[src/rtl/branch_predictor_bht.sv]
// Branch history table: 2^INDEX_BITS saturating counters indexed by word PC.
// Optional gshare indexing is enabled by defining BRANCH_PREDICTOR_GSHARE_EN.
//
// Ports:
//   clk, rst            clock, synchronous active-high reset
//   pred_valid/pred_pc  ID-stage lookup request
//   pred_taken          combinational prediction (registered table state only)
//   upd_valid/upd_pc    EX-stage resolve of a conditional branch
//   upd_taken/upd_pred  actual outcome / prediction originally issued
//   stat_branches       saturating count of resolved branches
//   stat_mispred        saturating count of mispredicted resolves
module branch_predictor_bht #(
  parameter int unsigned PC_WIDTH   = 32,
  parameter int unsigned INDEX_BITS = 4,
  parameter int unsigned CNT_BITS   = 2,
  parameter int unsigned INIT_CNT   = 1,
  parameter int unsigned STAT_BITS  = 16
) (
  input  logic                 clk,
  input  logic                 rst,
  input  logic                 pred_valid,
  input  logic [PC_WIDTH-1:0]  pred_pc,
  output logic                 pred_taken,
  input  logic                 upd_valid,
  input  logic [PC_WIDTH-1:0]  upd_pc,
  input  logic                 upd_taken,
  input  logic                 upd_pred,
  output logic [STAT_BITS-1:0] stat_branches,
  output logic [STAT_BITS-1:0] stat_mispred
);

  localparam int unsigned ENTRIES = 1 << INDEX_BITS;
  localparam logic [CNT_BITS-1:0]  CNT_MAX  = '1;
  localparam logic [STAT_BITS-1:0] STAT_MAX = '1;

  logic [CNT_BITS-1:0]   cnt_q [ENTRIES];
  logic [CNT_BITS-1:0]   upd_cnt;
  logic [CNT_BITS-1:0]   upd_cnt_d;
  logic [INDEX_BITS-1:0] pred_idx;
  logic [INDEX_BITS-1:0] upd_idx;
  logic [STAT_BITS-1:0]  branches_q, branches_d;
  logic [STAT_BITS-1:0]  mispred_q, mispred_d;

  // Byte-offset and upper PC bits never take part in indexing.
  logic unused_pc_bits;
  assign unused_pc_bits = ^{pred_pc[PC_WIDTH-1:INDEX_BITS+2], pred_pc[1:0],
                            upd_pc[PC_WIDTH-1:INDEX_BITS+2],  upd_pc[1:0]};

`ifdef BRANCH_PREDICTOR_GSHARE_EN
  logic [INDEX_BITS-1:0] ghr_q, ghr_d;

  // Both lookup and update hash with the history as it stands before this resolve.
  assign pred_idx = pred_pc[INDEX_BITS+1:2] ^ ghr_q;
  assign upd_idx  = upd_pc[INDEX_BITS+1:2] ^ ghr_q;

  // Shift in the resolved outcome; truncation drops the oldest bit (works for INDEX_BITS=1).
  always_comb begin
    ghr_d = ghr_q;
    if (upd_valid) ghr_d = INDEX_BITS'({ghr_q, upd_taken});
  end

  always_ff @(posedge clk) begin
    if (rst) ghr_q <= '0;
    else     ghr_q <= ghr_d;
  end
`else
  assign pred_idx = pred_pc[INDEX_BITS+1:2];
  assign upd_idx  = upd_pc[INDEX_BITS+1:2];
`endif

  // No bypass: lookup sees the table as registered at the last edge.
  assign pred_taken = pred_valid & cnt_q[pred_idx][CNT_BITS-1];

  // Saturating train value for the addressed entry.
  always_comb begin
    upd_cnt   = cnt_q[upd_idx];
    upd_cnt_d = upd_cnt;
    if (upd_taken) begin
      if (upd_cnt != CNT_MAX) upd_cnt_d = upd_cnt + CNT_BITS'(1);
    end else begin
      if (upd_cnt != '0)      upd_cnt_d = upd_cnt - CNT_BITS'(1);
    end
  end

  // Saturating statistics.
  always_comb begin
    branches_d = branches_q;
    mispred_d  = mispred_q;
    if (upd_valid) begin
      if (branches_q != STAT_MAX) branches_d = branches_q + STAT_BITS'(1);
      if ((upd_pred != upd_taken) && (mispred_q != STAT_MAX))
        mispred_d = mispred_q + STAT_BITS'(1);
    end
  end

  // Table state; reset wins over a concurrent resolve.
  always_ff @(posedge clk) begin
    if (rst) begin
      for (int unsigned i = 0; i < ENTRIES; i++) cnt_q[i] <= CNT_BITS'(INIT_CNT);
    end else if (upd_valid) begin
      cnt_q[upd_idx] <= upd_cnt_d;
    end
  end

  always_ff @(posedge clk) begin
    if (rst) begin
      branches_q <= '0;
      mispred_q  <= '0;
    end else begin
      branches_q <= branches_d;
      mispred_q  <= mispred_d;
    end
  end

  assign stat_branches = branches_q;
  assign stat_mispred  = mispred_q;

endmodule

[config.mk]
export PLATFORM = sky130hd
export DESIGN_NAME = branch_predictor_bht
export DESIGN_NICKNAME = d
export VERILOG_FILES = /design/src/rtl/branch_predictor_bht.sv
export SDC_FILE = /design/constraint.sdc
export NUM_CORES = 1
export LEC_CHECK = 0
export ABC_AREA = 1
export CAP_MARGIN = 20
export CORE_MARGIN = 2
export CORE_UTILIZATION = 44
export CTS_CLUSTER_SIZE = 24
export DETAILED_ROUTE_END_ITERATION = 6
export PLACE_DENSITY = 0.82
export SYNTH_ARGS = -nofsm -noshare
export SYNTH_HDL_FRONTEND = slang
export SYNTH_SLANG_ARGS = --single-unit
[constraint.sdc]
create_clock -name clk -period 1.9 [get_ports clk]
set_clock_uncertainty 0.1 [all_clocks]
set_input_delay 0.38 -clock clk [delete_from_list [all_inputs] [get_ports clk]]
set_output_delay 0.38 -clock clk [all_outputs]
set_load 0.05 [all_outputs]
==> out/qor.csv, run 1 <==
stage,metric,value,unit
status,status,"finished, violations left",
status,violations,negative setup slack,
place,postPlaceCellArea,4430,um^2
critical_path,criticalPathCategory,reg -> out,
sta,fin_ws,-160,ps
critical_path,reg2reg_to,cnt_q[13][1],
floorplan,fp.dieW,94.9,um
hold_path,min_from,stat_branches[4],
critical_path,worst_setup_path_start_kind,flop,
floorplan,core,8090,um^2
global_route,grt_pass1_wl,15.5,mm
synth,synth_cell_types,33,
clock_tree,cts_htree_levels,3,
global_route,grt_usage,22.1,%
sta,slew_violations,0,
global_route,grt_remaining_overflow,0,
critical_path,r2r-start,cnt_q[6][1],
floorplan,io-pin-count,103,
critical_path,max_stage_delay,350,ps
sta,hold_viol,0,
layout,diodes,0,
critical_path,critPathLaunch,cnt_q[2][1],
layout,nFillCells,730,
sta,fin_setup_tns,-160,ps
sta,grt_setup_unrepaired,yes,
layout,layout-area-overhead-vs-synth,31.1,%
critical_path,path_max_fanout,2,
synth,synth-edff-count,32,
detailed_routing,drt_wl_total,9.69,mm
synth,synth.most_common_cell,nand2_1,
synth,synth_top_area_share,26.4,%
sta,fin_crit,2060,ps
detailed_routing,vias_per_cell,5.22,
synth,ys_ff_latch,64,
synth,async_reset_ff_share,0,%
synth,synth_commonest_cells,"137 x nand2_1, 82 x nor2_1, 53 x inv_1",
floorplan,dieArea,9010,um^2
synth,yosysWarnings,0,
power,p_per_area,661,nW/um^2
floorplan,rows,33,
clock_tree,cts_buffers,9,
synth,synth_top_area_cell,edfxtp_1,
sta,tightest_slew,304,ps
clock_tree,cts_sinks,64,
floorplan,die_y,94.9,um
critical_path,slowest_stage,edfxtp_1,
run,drv_cap,0,
critical_path,crit_end,pred_taken,
detailed_routing,drt_drc_violations_left,0,
clock_tree,cts_hold_buf,0,
place,pre_cts_slack,-625,ps
clock_tree,root_buffer,clkbuf_8,
synth,yosysSeqAreaShare,44.0,%
sta,period_share,108,%
synth,synth_ff_type,edfxtp_1,
sta,timing.hold.ws,376,ps
detailed_routing,wl_per_cell,13.9,um
detailed_routing,via_count,3641,
clock_tree,cts_tree,yes,
clock_tree,clock_latency,340,ps
place,post-dp-hpwl,6.92,mm
floorplan,start_util,44.9,%
critical_path,cp.required,1420,ps
synth,syn_area,3640,um^2
layout,final_layout_size_suffix_gt1_share,25.0,%
synth,netlist_instances,499,
hold_path,hold_path_class,reg -> reg,
sta,fmax,485,MHz
global_route,grt_pass1_vias,3448,
synth,synth_nets,571,
power,power.total,3.15,mW
critical_path,rrSetupSlack,80,ps
sta,relSlewSlack,79.7,%
place,place_congestion,0.968,
synth,synth.area.top_cells,"edfxtp_1 26%, dfxtp_1 18%, nand2_1 14%",
detailed_routing,drtAntennaViolNets,0,
place,port_buffers,46,
critical_path,crit_chain,"inv_1, a21oi_1, o21ai_0, nand3_1, nand3b_1, a21boi_4, buf_12",
critical_path,r2r_cells,11,
sta,setup_violations,1,
detailed_routing,drt_iter0_drc,204,
critical_path,end_kind,output port,
power,vdd_drop_max,536,uV
clock_tree,cts.reportedPaths.clkPinSlew,70,ps
critical_path,crit_arrival,1580,ps
power,p_leak,1.86,nW
synth,avgSynthCellArea,7.29,um^2
detailed_routing,first_pass_iters,5,
global_route,antenna_found_initial,0,
layout,final_cell_area,4770,um^2
global_route,grt_max_degree,18,
clock_tree,clock_path_buffers,2,
layout,final_nets,660,
## timing repair
item,in CTS,in global routing
pin swaps,5,11
resized for setup,16,23
setup endpoints to repair,53,65
buffers inserted,0,2
gates cloned,1,2
## worst max-delay path, delay by kind of cell, from the launching register on
family                 cells  cell delay [ps]
flip-flops                 1              350
buffers and inverters      2              220
AND/OR/NAND/NOR            2              240
AO/OA/AOI/OAI              3              430
## state kept, by name, summed over array words and instances (netlist names)
name	count
cnt_q	32
stat_branches	16
stat_mispred	16
## worst min-delay path by stage
stage / cells after the start / end / slack, ps
2_1_floorplan: 1 / stat_branches[4] / 480
3_3_place_gp: 1 / stat_branches[4] / 360
3_5_place_dp: 1 / stat_branches[4] / 360
4_1_cts: 1 / stat_branches[4] / 380
5_1_grt: 1 / stat_branches[4] / 390
6_report: 1 / stat_branches[4] / 380
## per-stage QoR
stage	cells	util (%)
detailed placement	677	54.7
global placement	677	54.7
floorplan	499	-
global route	698	58.9
finish	698	58.9
CTS	694	57.6
## logic make-up after synthesis
kind of cell / after synthesis / synth area share [%]
flops: 64 / 44.0
buf+inv: 72 / 8.71
simple gates: 291 / 34.1
xor+xnor: 17 / 4.09
fa+ha+maj: 2 / 0.688
compound gates: 53 / 8.33
## layout by cell type (no fill, tap or decap), types with 2 or more instances in the layout
cell type,netlist,layout
dlygate4sd2_1,0,2
edfxtp_1,32,32
nor3_2,1,2
o21ai_1,3,6
nor2_1,82,75
clkinvlp_4,0,5
clkbuf_8,0,10
nor2_4,1,3
dfxtp_1,32,18
nor3_1,12,11
o211ai_1,2,2
nand2_2,3,4
buf_4,3,73
buf_12,1,2
inv_1,53,50
o21ai_0,19,16
nand4_1,5,5
nand3b_1,2,2
inv_2,4,6
buf_6,2,2
a21oi_1,20,20
nand2_1,137,133
xor2_1,12,12
nand2_4,3,5
nor2_2,1,6
dfxtp_4,0,2
dfxtp_2,0,12
nand2_8,0,3
nand3_1,42,42
a21oi_2,6,6
clkdlybuf4s50_1,0,9
xnor2_1,5,5
## routing by layer
metal | track usage, % | vias up | wire, um
li1 | - | 1784 | -
met1 | 26.2 | 1716 | 4010
met2 | 39.2 | 119 | 4910
met3 | 3.27 | 22 | 544
met4 | 10.3 | 0 | 229
met5 | 0 | - | 0
## power breakdown
part | internal, mW | switching, mW | leakage (nW)
combinational | 0.177 | 0.298 | 1.22
clock | 0.637 | 0.542 | 0.0892
sequential | 1.48 | 0.0235 | 0.554
total | 2.29 | 0.863 | 1.86
## layout make-up
class	instances	area, um^2	area share, %
clock buffers	11	141	2.97
clock inverters	5	56.3	1.18
inverters	57	218	4.57
multi-input cells	365	1860	38.9
flip-flops and latches	64	1620	34.1
well taps	105	131	2.76
repair buffers	90	734	15.4
repair inverters	1	7.51	0.157
Power figures use the tool's default switching activity.
==> inputs of run 2 (changes only) <==
--- a/config.mk
+++ b/config.mk
@@ -5,13 +5,13 @@
 export SDC_FILE = /design/constraint.sdc
 export NUM_CORES = 1
 export LEC_CHECK = 0
-export ABC_AREA = 1
 export CAP_MARGIN = 20
 export CORE_MARGIN = 2
-export CORE_UTILIZATION = 44
+export CORE_UTILIZATION = 43
 export CTS_CLUSTER_SIZE = 24
 export DETAILED_ROUTE_END_ITERATION = 6
-export PLACE_DENSITY = 0.82
+export GPL_TIMING_DRIVEN = 0
+export PLACE_DENSITY = 0.81
 export SYNTH_ARGS = -nofsm -noshare
 export SYNTH_HDL_FRONTEND = slang
 export SYNTH_SLANG_ARGS = --single-unit
==> out/qor.csv, run 2 <==
stage,metric,value,unit,change
sta,grt_setup_unrepaired,yes,,unchanged
global_route,grt_max_degree,12,,was 18
floorplan,start_util,43.9,%,was 44.9%
place,place_congestion,0.877,,was 0.968
clock_tree,cts_sinks,64,,unchanged
status,violations,negative setup slack,,unchanged
synth,yosysWarnings,0,,unchanged
synth,synth_top_area_share,28.6,%,was 26.4%
clock_tree,cts_hold_buf,0,,unchanged
floorplan,die_y,92.4,um,was 94.9 um
sta,slew_violations,0,,unchanged
detailed_routing,wl_per_cell,16.7,um,was 13.9 um
synth,synth_nets,399,,was 571
detailed_routing,drt_drc_violations_left,0,,unchanged
synth,syn_area,3360,um^2,was 3640 um^2
clock_tree,root_buffer,clkbuf_8,,unchanged
layout,nFillCells,580,,was 730
critical_path,crit_arrival,2030,ps,was 1580 ps
layout,largest_reg_flops,32,,unchanged
sta,fin_ws,-611,ps,was -160 ps
synth,synth_top_area_cell,edfxtp_1,,unchanged
power,vdd_drop_max,396,uV,was 536 uV
layout,diodes,0,,unchanged
clock_tree,cts_buffers,9,,unchanged
synth,yosysSeqAreaShare,47.7,%,was 44.0%
sta,fin_crit,2510,ps,was 2060 ps
clock_tree,clock_path_buffers,2,,unchanged
critical_path,path_max_fanout,2,,unchanged
synth,netlist_instances,327,,was 499
synth,synth_commonest_cells,"51 x nor2_1, 34 x nand2_1, 32 x dfxtp_1, 32 x edfxtp_1, 25 x nand3_1",,"was 137 x nand2_1, 82 x nor2_1, 53 x inv_1"
sta,fmax,398,MHz,was 485 MHz
power,p_leak,1.75,nW,was 1.86 nW
detailed_routing,drtAntennaViolNets,0,,unchanged
run,drv_cap,0,,unchanged
layout,layout-area-overhead-vs-synth,42.6,%,was 31.1%
place,port_buffers,45,,was 46
detailed_routing,via_count,2820,,was 3641
global_route,grt_pass1_wl,13.3,mm,was 15.5 mm
critical_path,crit_chain,"mux4_2, mux4_2, and2_4, buf_6",,"was inv_1, a21oi_1, o21ai_0, nand3_1, nand3b_1, a21boi_4, buf_12"
critical_path,end_kind,output port,,unchanged
critical_path,crit_top_cell,mux4_2,,
synth,synth.most_common_cell,nor2_1,,was nand2_1
critical_path,slowest_stage,mux4_2,,was edfxtp_1
global_route,antenna_found_initial,0,,unchanged
clock_tree,cts_tree,yes,,unchanged
power,p_per_area,689,nW/um^2,was 661 nW/um^2
layout,multi_input_area,2010,um^2,was 1860 um^2
layout,seq_area,1650,um^2,was 1620 um^2
clock_tree,clock_latency,350,ps,was 340 ps
floorplan,core,7650,um^2,was 8090 um^2
floorplan,io-pin-count,103,,unchanged
status,status,"finished, violations left",,unchanged
critical_path,max_stage_delay,480,ps,was 350 ps
synth,avgSynthCellArea,10.3,um^2,was 7.29 um^2
place,pre_cts_slack,-1460,ps,was -625 ps
global_route,grt_pass1_vias,2720,,was 3448
critical_path,criticalPathCategory,reg -> out,,unchanged
synth,synth_cell_types,41,,was 33
sta,tightest_slew,534,ps,was 304 ps
floorplan,dieArea,8540,um^2,was 9010 um^2
clock_tree,cts_htree_levels,3,,unchanged
layout,final_layout_size_suffix_gt1_share,39.1,%,was 25.0%
detailed_routing,drt_iter0_drc,107,,was 204
critical_path,worst_setup_path_start_kind,flop,,unchanged
sta,relSlewSlack,64.1,%,was 79.7%
synth,async_reset_ff_share,0,%,unchanged
floorplan,rows,32,,was 33
global_route,grt_remaining_overflow,0,,unchanged
sta,setup_violations,33,,was 1
synth,synth-edff-count,32,,unchanged
layout,final_cell_mix,"35 x nor2_1, 35 x dlygate4sd2_1, 32 x edfxtp_1",,"was 133 x nand2_1, 75 x nor2_1, 73 x buf_4"
detailed_routing,first_pass_iters,5,,unchanged
global_route,grt_usage,20.2,%,was 22.1%
synth,synth_ff_type,edfxtp_1,,unchanged
clock_tree,cts.reportedPaths.clkPinSlew,70,ps,about the same
detailed_routing,drt_wl_total,8.52,mm,was 9.69 mm
place,post-dp-hpwl,5.27,mm,was 6.92 mm
layout,max_flop_register,cnt_q,,unchanged
hold_path,hold_path_class,in -> reg,,was reg -> reg
sta,timing.hold.ws,374,ps,was 376 ps
critical_path,cp.required,1420,ps,about the same
sta,hold_viol,0,,unchanged
synth,synth.area.top_cells,"edfxtp_1 29%, dfxtp_1 19%, xnor2_1 6.3%",,"was edfxtp_1 26%, dfxtp_1 18%, nand2_1 14%"
detailed_routing,vias_per_cell,5.52,,was 5.22
layout,final_nets,476,,was 660
floorplan,fp.dieW,92.4,um,was 94.9 um
sta,period_share,132,%,was 108%
synth,ys_ff_latch,64,,unchanged
-- run 2: cell count changes in the layout (fill, tap and decap cells not counted), moves of 13 or more --
cell and change:
dlygate4sd2_1 +33, nand3_1 -32, a21oi_1 -16, nor2_1 -40, dfxtp_1 -14, o21ai_0 -14, buf_4 -61, nand2_1 -103
xnor2_1 +19, nand2b_1 +13, nand3_2 +15, inv_1 -46
-- run 2: power by group --
part           leakage, nW  internal, mW  switching, mW
clock                0.121         0.796          0.555
combinational         1.07         0.210          0.247
sequential           0.561          1.47         0.0231
-- run 2: final timing paths --
check | from | to | slack, ps | depth (start not counted)
max | cnt_q[10][1] | pred_taken | -610 | 4
min | upd_pc[5] | cnt_q[0][0] | 370 | 3
max reg2reg | cnt_q[5][1] | cnt_q[1][0] | -230 | 6
min reg2reg | stat_mispred[1] | stat_mispred[1] | 410 | 2
-- run 2: per-stage QoR --
| stage | util, % | cell area (um^2) | setup TNS (ps) | cells | power (mW) |
|---|---|---|---|---|---|
| 2_1_floorplan | - | 3420 | -4890 | 327 | 1.74 |
| 3_3_place_gp | 52.3 | 4000 | -56540 | 474 | 1.84 |
| 3_5_place_dp | 52.3 | 4000 | -59580 | 474 | 1.85 |
| 4_1_cts | 60.2 | 4610 | -5690 | 503 | 3.28 |
| 5_1_grt | 62.7 | 4790 | -7600 | 511 | 3.39 |
| 6_report | 62.7 | 4790 | -6570 | 511 | 3.30 |
-- run 2: routing by layer --
metal,wire (um),up-vias,track usage (%)
li1,-,1325,-
met1,3490,1369,25.7
met2,4360,107,32.7
met3,435,19,3.09
met4,233,0,12.1
met5,0,-,0
-- run 2: final cells by class --
type	count	area share (%)
clock buffer	12	3.92
sequential	64	34.4
buffer	14	2.38
multi-input combinational	242	42.0
clock inverter	4	0.940
timing repair buffer	67	13.3
inverter	6	0.470
tap	102	2.66
-- run 2: what timing repair did --
action                     in CTS  in global routing
setup endpoints to repair     115                 91
resized for setup             108                 45
pin swaps                      11                 14
cloned                          3                  0
setup buffers                  11                 10
-- run 2: cells by family after synthesis --
kind of cell	Yosys count	synth area share [%]
fa+ha+maj	4	1.56
xor+xnor	28	7.30
buf+inv	21	3.46
simple gates	183	27.6
compound gates	11	2.05
mux	16	10.4
flops	64	47.7
-- run 2: worst max-delay path, delay by kind of cell, from the launching register on --
| family | cells | cell delay [ps] |
|---|---|---|
| and+or+nand+nor | 1 | 150 |
| buffers and inverters | 1 | 140 |
| muxes | 2 | 950 |
| DFF | 1 | 440 |
==> inputs of run 3 (changes only) <==
--- a/config.mk
+++ b/config.mk
@@ -7,11 +7,11 @@
 export LEC_CHECK = 0
 export CAP_MARGIN = 20
 export CORE_MARGIN = 2
-export CORE_UTILIZATION = 43
+export CORE_UTILIZATION = 47
 export CTS_CLUSTER_SIZE = 24
 export DETAILED_ROUTE_END_ITERATION = 6
 export GPL_TIMING_DRIVEN = 0
-export PLACE_DENSITY = 0.81
+export PLACE_DENSITY = 0.84
 export SYNTH_ARGS = -nofsm -noshare
 export SYNTH_HDL_FRONTEND = slang
 export SYNTH_SLANG_ARGS = --single-unit
==> constraint.sdc (replaced) <==
create_clock -name clk -period 2.4 [get_ports clk]
set_clock_uncertainty 0.1 [all_clocks]
set_input_delay 0.48 -clock clk [delete_from_list [all_inputs] [get_ports clk]]
set_output_delay 0.48 -clock clk [all_outputs]
set_load 0.05 [all_outputs]
==> out/qor.csv, run 3 (synthesized netlist as in run 2, its figures left out) <==
stage,metric,value,unit,change
status,status,"finished, violations left",,unchanged
status,violations,negative setup slack,,unchanged
detailed_routing,wl_per_cell,15.8,um,was 16.7 um
sta,grt_setup_unrepaired,yes,,unchanged
global_route,grt_remaining_overflow,0,,unchanged
clock_tree,cts_htree_levels,3,,unchanged
hold_path,hold_path_class,reg -> reg,,was in -> reg
critical_path,path_delay_family,multiplexers,,unchanged
floorplan,die_y,88.6,um,was 92.4 um
critical_path,crit_arrival,2020,ps,was 2030 ps
critical_path,cp.required,1820,ps,was 1420 ps
clock_tree,cts_sinks,64,,unchanged
floorplan,fp.dieW,88.6,um,was 92.4 um
sta,tightest_slew,874,ps,was 534 ps
detailed_routing,vias_per_cell,5.48,,was 5.52
detailed_routing,drtAntennaViolNets,0,,unchanged
clock_tree,clock_path_buffers,2,,unchanged
critical_path,slowest_stage,mux4_2,,unchanged
sta,fin_crit,2600,ps,
sta,period_share,108,%,
global_route,grt_pass1_vias,2607,,was 2720
floorplan,rows,30,,was 32
critical_path,path_buf_inv,1,,unchanged
critical_path,criticalPathCategory,reg -> out,,unchanged
sta,fin_ws,-201,ps,was -611 ps
clock_tree,cts_buffers,9,,unchanged
power,p_per_area,548,nW/um^2,was 689 nW/um^2
floorplan,dieArea,7840,um^2,was 8540 um^2
critical_path,worst_setup_path_start_kind,flop,,unchanged
layout,nFillCells,588,,was 580
run,drv_cap,0,,unchanged
sta,slew_violations,0,,unchanged
sta,fmax,385,MHz,
power,vdd_drop_max,337,uV,was 396 uV
floorplan,start_util,48.9,%,was 43.9%
global_route,grt_pass1_wl,12.5,mm,was 13.3 mm
layout,layout-area-overhead-vs-synth,23.0,%,was 42.6%
sta,setup_violations,1,,was 33
detailed_routing,drt_wl_total,7.65,mm,was 8.52 mm
layout,final_core_utilization,60.2,%,was 62.7%
layout,largest_reg_flops,32,,unchanged
global_route,grt_usage,21.2,%,was 20.2%
critical_path,max_stage_delay,480,ps,about the same
layout,final_common_cell,nor2_1,,
clock_tree,cts_tree,yes,,unchanged
detailed_routing,via_count,2656,,was 2820
floorplan,core,6870,um^2,was 7650 um^2
sta,hold_viol,0,,unchanged
floorplan,io-pin-count,103,,unchanged
critical_path,crit_chain,"mux4_2, mux4_2, and2_4, buf_8",,"was mux4_2, mux4_2, and2_4, buf_6"
layout,final_cell_mix,"48 x nor2_1, 39 x clkdlybuf4s50_1, 34 x nand2_1",,"was 35 x nor2_1, 35 x dlygate4sd2_1, 32 x edfxtp_1"
critical_path,end_kind,output port,,unchanged
layout,seq_area,1600,um^2,was 1650 um^2
global_route,grt_max_degree,11,,was 12
place,pre_cts_slack,-1180,ps,was -1460 ps
detailed_routing,drt_iter0_drc,153,,was 107
layout,final_nets,456,,was 476
layout,max_flop_register,cnt_q,,unchanged
place,place_congestion,0.824,,was 0.877
detailed_routing,drt_drc_violations_left,0,,unchanged
clock_tree,clock_latency,330,ps,was 350 ps
sta,relSlewSlack,41.2,%,was 64.1%
critical_path,crit_top_cell,mux4_2,,unchanged
global_route,antenna_found_initial,0,,unchanged
clock_tree,cts.reportedPaths.clkPinSlew,70,ps,about the same
clock_tree,root_buffer,clkbuf_8,,unchanged
detailed_routing,first_pass_iters,4,,was 5
layout,multi_input_area,1660,um^2,was 2010 um^2
power,p_leak,1.34,nW,was 1.75 nW
layout,final_layout_size_suffix_gt1_share,10.8,%,was 39.1%
place,post-dp-hpwl,5.29,mm,was 5.27 mm
place,port_buffers,45,,unchanged
layout,diodes,0,,unchanged
critical_path,path_max_fanout,2,,unchanged
## run 3: path summary, 6_finish.rpt
check,startpoint,end,slack [ps],depth (start not counted)
hold reg to reg,stat_mispred[5],stat_mispred[5],440,2
setup / recovery,cnt_q[10][1],pred_taken,-200,4
setup reg to reg,cnt_q[11][1],cnt_q[4][0],140,7
hold / removal,stat_mispred[5],stat_mispred[5],440,2
## run 3: area by class of cell
class                      instances  area share [%]
inverter                           6           0.545
sequential                        64            38.7
clock inverter                     1           0.121
clock buffer                      15            4.02
multi-input combinational        242            40.1
buffer                            15            2.45
timing repair buffer              46            11.1
tap                               96            2.90
## run 3: worst reg2reg max path, cell delays in order (launching register included)
cell	delay (ps)
edfxtp_1	420
buf_4	160
mux4_1	490
nand2_1	90
and3_1	210
maj3_4	260
buf_6	160
nand3_1	90
## run 3: per-stage QoR
step                instance area (um^2)  std cells  power (mW)  setup TNS, ps  hold slack [ps]
finish                              4140        485        2.27           -201              443
global route                        4140        485        2.36           -289              494
CTS                                 4120        485        2.29           -204              442
detailed placement                  3930        468        1.46         -24940              425
global placement                    3930        468        1.45         -20760              418
floorplan                           3360        327        1.37              0              605
## run 3: timing repair
action	4_1_cts	5_1_grt
endpoints found under the setup margin	36	25
hold buffers	0	0
setup buffers	1	0
resized for setup	21	6
gates cloned	0	0
pin swaps	1	0
## run 3: power by group
| part | leakage [nW] | switching [mW] | internal (mW) |
|---|---|---|---|
| logic | 0.710 | 0.152 | 0.111 |
| registers | 0.546 | 0.0181 | 1.17 |
| clock network | 0.0877 | 0.385 | 0.432 |
| total | 1.34 | 0.555 | 1.71 |
## run 3: per-layer routing
metal / GRT usage, % / wire length, um / vias up
met5: 0 / 0 / -
met4: 7.71 / 58 / 0
met3: 5.13 / 333 / 6
met2: 34.9 / 3770 / 70
met1: 27.5 / 3480 / 1293
li1: - / - / 1287
